**src/rtl/mult_pkg.sv**
```systemverilog
// Shared types and defaults for the shift-add multiplier and its integration wrapper.
package mult_pkg;

  localparam int N_DEF  = 16;
  localparam int CW_DEF = $clog2(N_DEF) + 1;

  typedef enum logic [1:0] {
    IDLE = 2'd0,
    RUN  = 2'd1,
    DONE = 2'd2
  } state_t;

endpackage

```
**src/rtl/lookahead_adder.sv**
```systemverilog
// W-bit adder built from 4-bit groups with group generate/propagate lookahead.
// The carry into each group comes from the lookahead chain; bits inside a group ripple.
module lookahead_adder #(
  parameter int W = 16
) (
  input  logic [W-1:0] a,
  input  logic [W-1:0] b,
  input  logic         cin,
  output logic [W-1:0] s,
  output logic         cout
);

  localparam int NG = W / 4;

  always_comb begin
    logic [W-1:0] g;
    logic [W-1:0] p;
    logic [W-1:0] c;
    logic [NG:0]  gc;
    logic         gg;
    logic         gp;
    // NOTE: every variable gets a value before any branch or loop reads it, so no latch is inferred.
    g     = a & b;
    p     = a ^ b;
    c     = '0;
    gc    = '0;
    gc[0] = cin;
    gg    = 1'b0;
    gp    = 1'b1;
    for (int k = 0; k < NG; k++) begin
      gg = 1'b0;
      gp = 1'b1;
      for (int j = 0; j < 4; j++) begin
        gg = g[4*k+j] | (p[4*k+j] & gg);
        gp = gp & p[4*k+j];
      end
      gc[k+1] = gg | (gp & gc[k]);
    end
    for (int k = 0; k < NG; k++) begin
      c[4*k] = gc[k];
      for (int j = 0; j < 3; j++) begin
        c[4*k+j+1] = g[4*k+j] | (p[4*k+j] & c[4*k+j]);
      end
    end
    s    = p ^ c;
    cout = gc[NG];
  end

endmodule

```
**src/rtl/mult_unit.sv**
```systemverilog
// Integration wrapper: the shift-add multiplier iterating through the lookahead adder.
module mult_unit
  import mult_pkg::*;
#(
  parameter int N = N_DEF
) (
  input  logic           Clk,
  input  logic           Reset_n,
  input  logic           start,
  input  logic [N-1:0]   mcand,
  input  logic [N-1:0]   mplier,
  output logic           busy,
  output logic           done,
  output logic [2*N-1:0] product
);

  logic [N-1:0] add_a;
  logic [N-1:0] add_b;
  logic         add_cin;
  logic [N-1:0] add_s;
  logic         add_cout;

  shift_add_multiplier #(.N(N)) u_mult (
    .Clk      (Clk),
    .Reset_n  (Reset_n),
    .start    (start),
    .mcand    (mcand),
    .mplier   (mplier),
    .busy     (busy),
    .done     (done),
    .product  (product),
    .add_a    (add_a),
    .add_b    (add_b),
    .add_cin  (add_cin),
    .add_s    (add_s),
    .add_cout (add_cout)
  );

  lookahead_adder #(.W(N)) u_adder (
    .a    (add_a),
    .b    (add_b),
    .cin  (add_cin),
    .s    (add_s),
    .cout (add_cout)
  );

endmodule

```
**src/rtl/shift_add_multiplier.sv**
```systemverilog
// Multi-cycle unsigned shift-add multiplier; one add-and-shift step per clock through
// an external N-bit adder, fixed latency of N+1 cycles from accept to done.
module shift_add_multiplier
  import mult_pkg::*;
#(
  parameter int N  = N_DEF,
  parameter int CW = CW_DEF
) (
  input  logic           Clk,
  input  logic           Reset_n,
  input  logic           start,
  input  logic [N-1:0]   mcand,
  input  logic [N-1:0]   mplier,
  output logic           busy,
  output logic           done,
  output logic [2*N-1:0] product,
  output logic [N-1:0]   add_a,
  output logic [N-1:0]   add_b,
  output logic           add_cin,
  input  logic [N-1:0]   add_s,
  input  logic           add_cout
);

  state_t         state, state_nxt;
  logic [N-1:0]   acc;
  logic [N-1:0]   mreg;
  logic [N-1:0]   mc;
  logic [CW-1:0]  count;
  logic           last_iter;
  logic [2*N-1:0] shifted;

  assign last_iter = (count == CW'(N - 1));
  // {cout, sum, mreg} >> 1: the adder carry lands in the accumulator MSB, mreg[0] drops out.
  assign shifted   = {add_cout, add_s, mreg[N-1:1]};

  always_comb begin
    state_nxt = state;
    case (state)
      IDLE:    if (start) state_nxt = RUN;
      RUN:     if (last_iter) state_nxt = DONE;
      DONE:    state_nxt = IDLE;
      default: state_nxt = IDLE;
    endcase
  end

  always_comb begin
    busy    = (state == RUN);
    done    = (state == DONE);
    add_a   = '0;
    add_b   = '0;
    add_cin = 1'b0;
    if (state == RUN) begin
      add_a = acc;
      add_b = mreg[0] ? mc : '0;
    end
  end

  // NOTE: the datapath registers are reset too, so a reset mid-run leaves no stale partial product.
  always_ff @(posedge Clk) begin
    if (!Reset_n) begin
      state   <= IDLE;
      acc     <= '0;
      mreg    <= '0;
      mc      <= '0;
      count   <= '0;
      product <= '0;
    end else begin
      // NOTE: non-blocking assignments so every register samples pre-edge values of the others.
      state <= state_nxt;
      case (state)
        IDLE: begin
          if (start) begin
            mc    <= mcand;
            mreg  <= mplier;
            acc   <= '0;
            count <= '0;
          end
        end
        RUN: begin
          {acc, mreg} <= shifted;
          count       <= count + CW'(1);
          if (last_iter) product <= shifted;
        end
        default: ;
      endcase
    end
  end

endmodule

```
**config.mk**
```make
export PLATFORM = sky130hd
export DESIGN_NAME = mult_unit
export DESIGN_NICKNAME = d
export VERILOG_FILES = /design/src/rtl/mult_pkg.sv /design/src/rtl/lookahead_adder.sv /design/src/rtl/mult_unit.sv /design/src/rtl/shift_add_multiplier.sv
export SDC_FILE = /design/constraint.sdc
export NUM_CORES = 1
export LEC_CHECK = 0
export ABC_AREA = 0
export CAP_MARGIN = 30
export CORE_MARGIN = 1
export CORE_UTILIZATION = 55
export DETAILED_ROUTE_END_ITERATION = 10
export DONT_BUFFER_PORTS = 1
export GPL_TIMING_DRIVEN = 0
export PLACE_DENSITY = 0.73
export SYNTH_ARGS = -nofsm -noshare
export SYNTH_HDL_FRONTEND = slang
export SYNTH_SLANG_ARGS = --single-unit
```
**constraint.sdc**
```tcl
create_clock -name Clk -period 7.9 [get_ports Clk]
set_input_delay 1.58 -clock Clk [delete_from_list [all_inputs] [get_ports Clk]]
set_output_delay 1.58 -clock Clk [all_outputs]
set_load 0.01 [all_outputs]
```
==> metrics.yaml <==
gp_congestion: 0.862
clk_pin_slew_worst_paths_ps: 90
drc_errors: 0
max-cap-violations: 0
cts_resized: 0
grt.met3_usage: 0.0558
clockBufferDepth: 2
synth_flop_cell: "dfxtp_1"
cp-start-kind: "flip-flop"
power.leakage_nw: 1.98
synth_cell_type_count: 38
powerDensity_nw_per_um2: 196
fill_cells: 684
portBuffers: 0
cpMostUsedCell: "fa_1"
core_region_area_sq_um: 7370
rsz0062_at_grt: "no"
vias: 3428
numCtsBuffers: 9
synth-seq-cells: 87
clock_latency_ps: 360
diodes: 0
dp_hpwl_mm: 6.88
synth_edf_count: 0
synth.avg_cell_area_sq_um: 8.31
cts.htree.levels: 3
area_growth_pct: 8.49
netlist_instances: 511
crit_slowest_cell: "fa_1"
setup_viol: 0
die_h_um: 89.9
start_util: 0.576
wire_per_inst_um: 15.2
cts_tree: "built"
slew_violations: 0
cp_slowest_stage_delay_ps: 460
num_rows: 31
period_needed_ps: 5130
grt_busiest_layer: "met2"
rrSetupSlack_ps: 2770
nets: 584
required_ps: 8160
grt_overflow: 0
clockRootBuffer: "clkbuf_8"
cp_cell_sequence: "buf_4 -> nand2b_4 -> inv_2 -> buf_4 -> clkbuf_1 -> and2_1 -> ha_1 -> inv_1 -> fa_1 -> fa_1 -> fa_1 -> o21ai_0 -> o21ai_0 -> fa_1 -> fa_1 -> inv_1 -> fa_1 -> a22oi_1 -> nor2b_1"
clock.fmax_mhz: 195
critPathMaxFanout: 10
worstSetupEndpointType: "flip-flop"
slew_headroom: 0.659
grt_use_met1: 0.338
grt.total_usage: 0.246
dieArea_sq_um: 8080
worstSetupPathType: "reg2reg"
worst-path-buf-inv: 6
tns_ps: 0
total_power_w: 0.000904
synth_nets: 573
drive_gt1_frac: 0.0835
pin_count: 69
status: "finished, final reports clean"
die_w_um: 89.9
firstDrtPassIters: 5
clkSinkCount: 87
synthArstFlopShare: 0
yosys_warnings: 0
postCtsSetupBuffers: 0
clock_skew_ps: 6.07
vias_per_cell: 5.48
grt_pass1_wl_mm: 15.8
grt_pass1_vias: 3330
use_met2: 0.373
syn-cell-area_sq_um: 4250
hold_viol_final: 0
antenna_found_initial: 0
irDropWorstVdd_mv: 0.0977
post-route-period-util: 0.650
grt_max_degree: 15
ys_seq_area_frac: 0.410
antenna_left: 0
path_delay_family: "adder cells"
routed_wl_mm: 9.54
drtIter0Drc: 156
worstMarginPinSlew_ps: 511
cts_hold_buf: 0
crit_arrival_ps: 5390
min_path_type: "reg2reg"
==> registers in the layout (all words and copies together) (netlist names) <==
| signal | flops |
|---|---|
| u_mult.product | 32 |
| u_mult.state | 2 |
| u_mult.count | 5 |
| u_mult.acc | 16 |
| u_mult.mreg | 16 |
| u_mult.mc | 16 |
==> final timing paths <==
kind	start	to	cells past startpoint
setup / recovery	u_mult.state[0]$_SDFFE_PN0P_	u_mult.acc[13]$_SDFFE_PN0P_	19
hold / removal	u_mult.mc[15]$_SDFFE_PN0P_	u_mult.mc[15]$_SDFFE_PN0P_	2
setup reg to reg	u_mult.state[0]$_SDFFE_PN0P_	u_mult.acc[13]$_SDFFE_PN0P_	19
hold reg to reg	u_mult.mc[15]$_SDFFE_PN0P_	u_mult.mc[15]$_SDFFE_PN0P_	2
==> per-stage QoR <==
stage,setup slack (ps),util,instance area (sq um),hold WS (ps),std cells
floorplan,3610,-,4250,435,511
detailed placement,2850,0.593,4370,450,610
global route,2510,0.625,4610,491,626
CTS,2820,0.625,4610,462,626
finish,2770,0.625,4610,461,626
global placement,2910,0.593,4370,447,610
==> worst register-to-register path, cell delays in order, from the launching register on <==
cell	delay, ps
dfxtp_1	320
buf_4	180
nand2b_4	100
inv_2	80
buf_4	170
clkbuf_1	430
and2_1	210
ha_1	140
inv_1	50
fa_1	380
fa_1	390
fa_1	400
o21ai_0	300
o21ai_0	270
fa_1	450
fa_1	370
inv_1	70
fa_1	460
a22oi_1	190
nor2b_1	70
==> Yosys cell counts, types with 2 or more instances <==
master    number  area share
a21boi_0      34       0.060
a21boi_1       2      0.0035
a21oi_1       29       0.034
a22oi_1        6       0.011
and2_1        10       0.015
and3_1        13       0.019
buf_2          9       0.011
buf_4          8       0.014
buf_6          5       0.013
clkbuf_1      13       0.011
dfxtp_1       87        0.41
fa_1          12       0.057
ha_1          15       0.044
inv_1         20       0.018
inv_2          2      0.0018
nand2_1      121        0.11
nand3_1        2      0.0024
nand4_1        2      0.0029
nor2_1        35       0.031
nor2b_1       16       0.024
o211a_1       11       0.026
o21a_1         2      0.0035
o21ai_0       40       0.047
o22ai_1        2      0.0029
xnor2_1        2      0.0041
==> routing by layer <==
layer / up-vias / wire, um
met5: - / 0
met4: 0 / 188
met1: 1603 / 4580
met3: 15 / 583
li1: 1716 / -
met2: 94 / 4190
==> power breakdown <==
group | internal (W) | switching (W)
clock network | 0.000210 | 0.000161
registers | 0.000453 | 0.0000103
logic | 0.0000254 | 0.0000453
total | 0.000688 | 0.000217
==> placed cells by master (no fill, tap or decap), types with 3 or more instances in the layout <==
master,netlist,final
nand2_1,121,121
dfxtp_1,87,87
o21ai_0,40,40
nor2_1,35,35
a21boi_0,34,34
a21oi_1,29,29
inv_1,20,20
nor2b_1,16,16
ha_1,15,15
clkbuf_1,13,14
and3_1,13,13
fa_1,12,12
o211a_1,11,11
and2_1,10,10
buf_2,9,9
clkbuf_8,0,9
buf_4,8,8
a22oi_1,6,6
buf_6,5,5
bufinv_16,0,3
==> logic make-up (layout without fill, tap and decap cells) <==
family          after synthesis  after routing  synth area share
flops                        87             87             0.410
xor+xnor                      3              3           0.00619
simple gates                204            204             0.213
fa+ha+maj                    27             27             0.101
compound gates              133            133             0.201
buf+inv                      57             73            0.0689
==> final cells by class <==
class | count | area [sq um] | share of cell area
Clock buffer | 10 | 128 | 0.0277
Clock inverter | 6 | 109 | 0.0236
Tap cell | 99 | 124 | 0.0269
Buffer | 35 | 210 | 0.0456
Multi-Input combinational cell | 367 | 2210 | 0.480
Inverter | 22 | 82.6 | 0.0179
Sequential cell | 87 | 1740 | 0.378
Power figures use the tool's default switching activity.
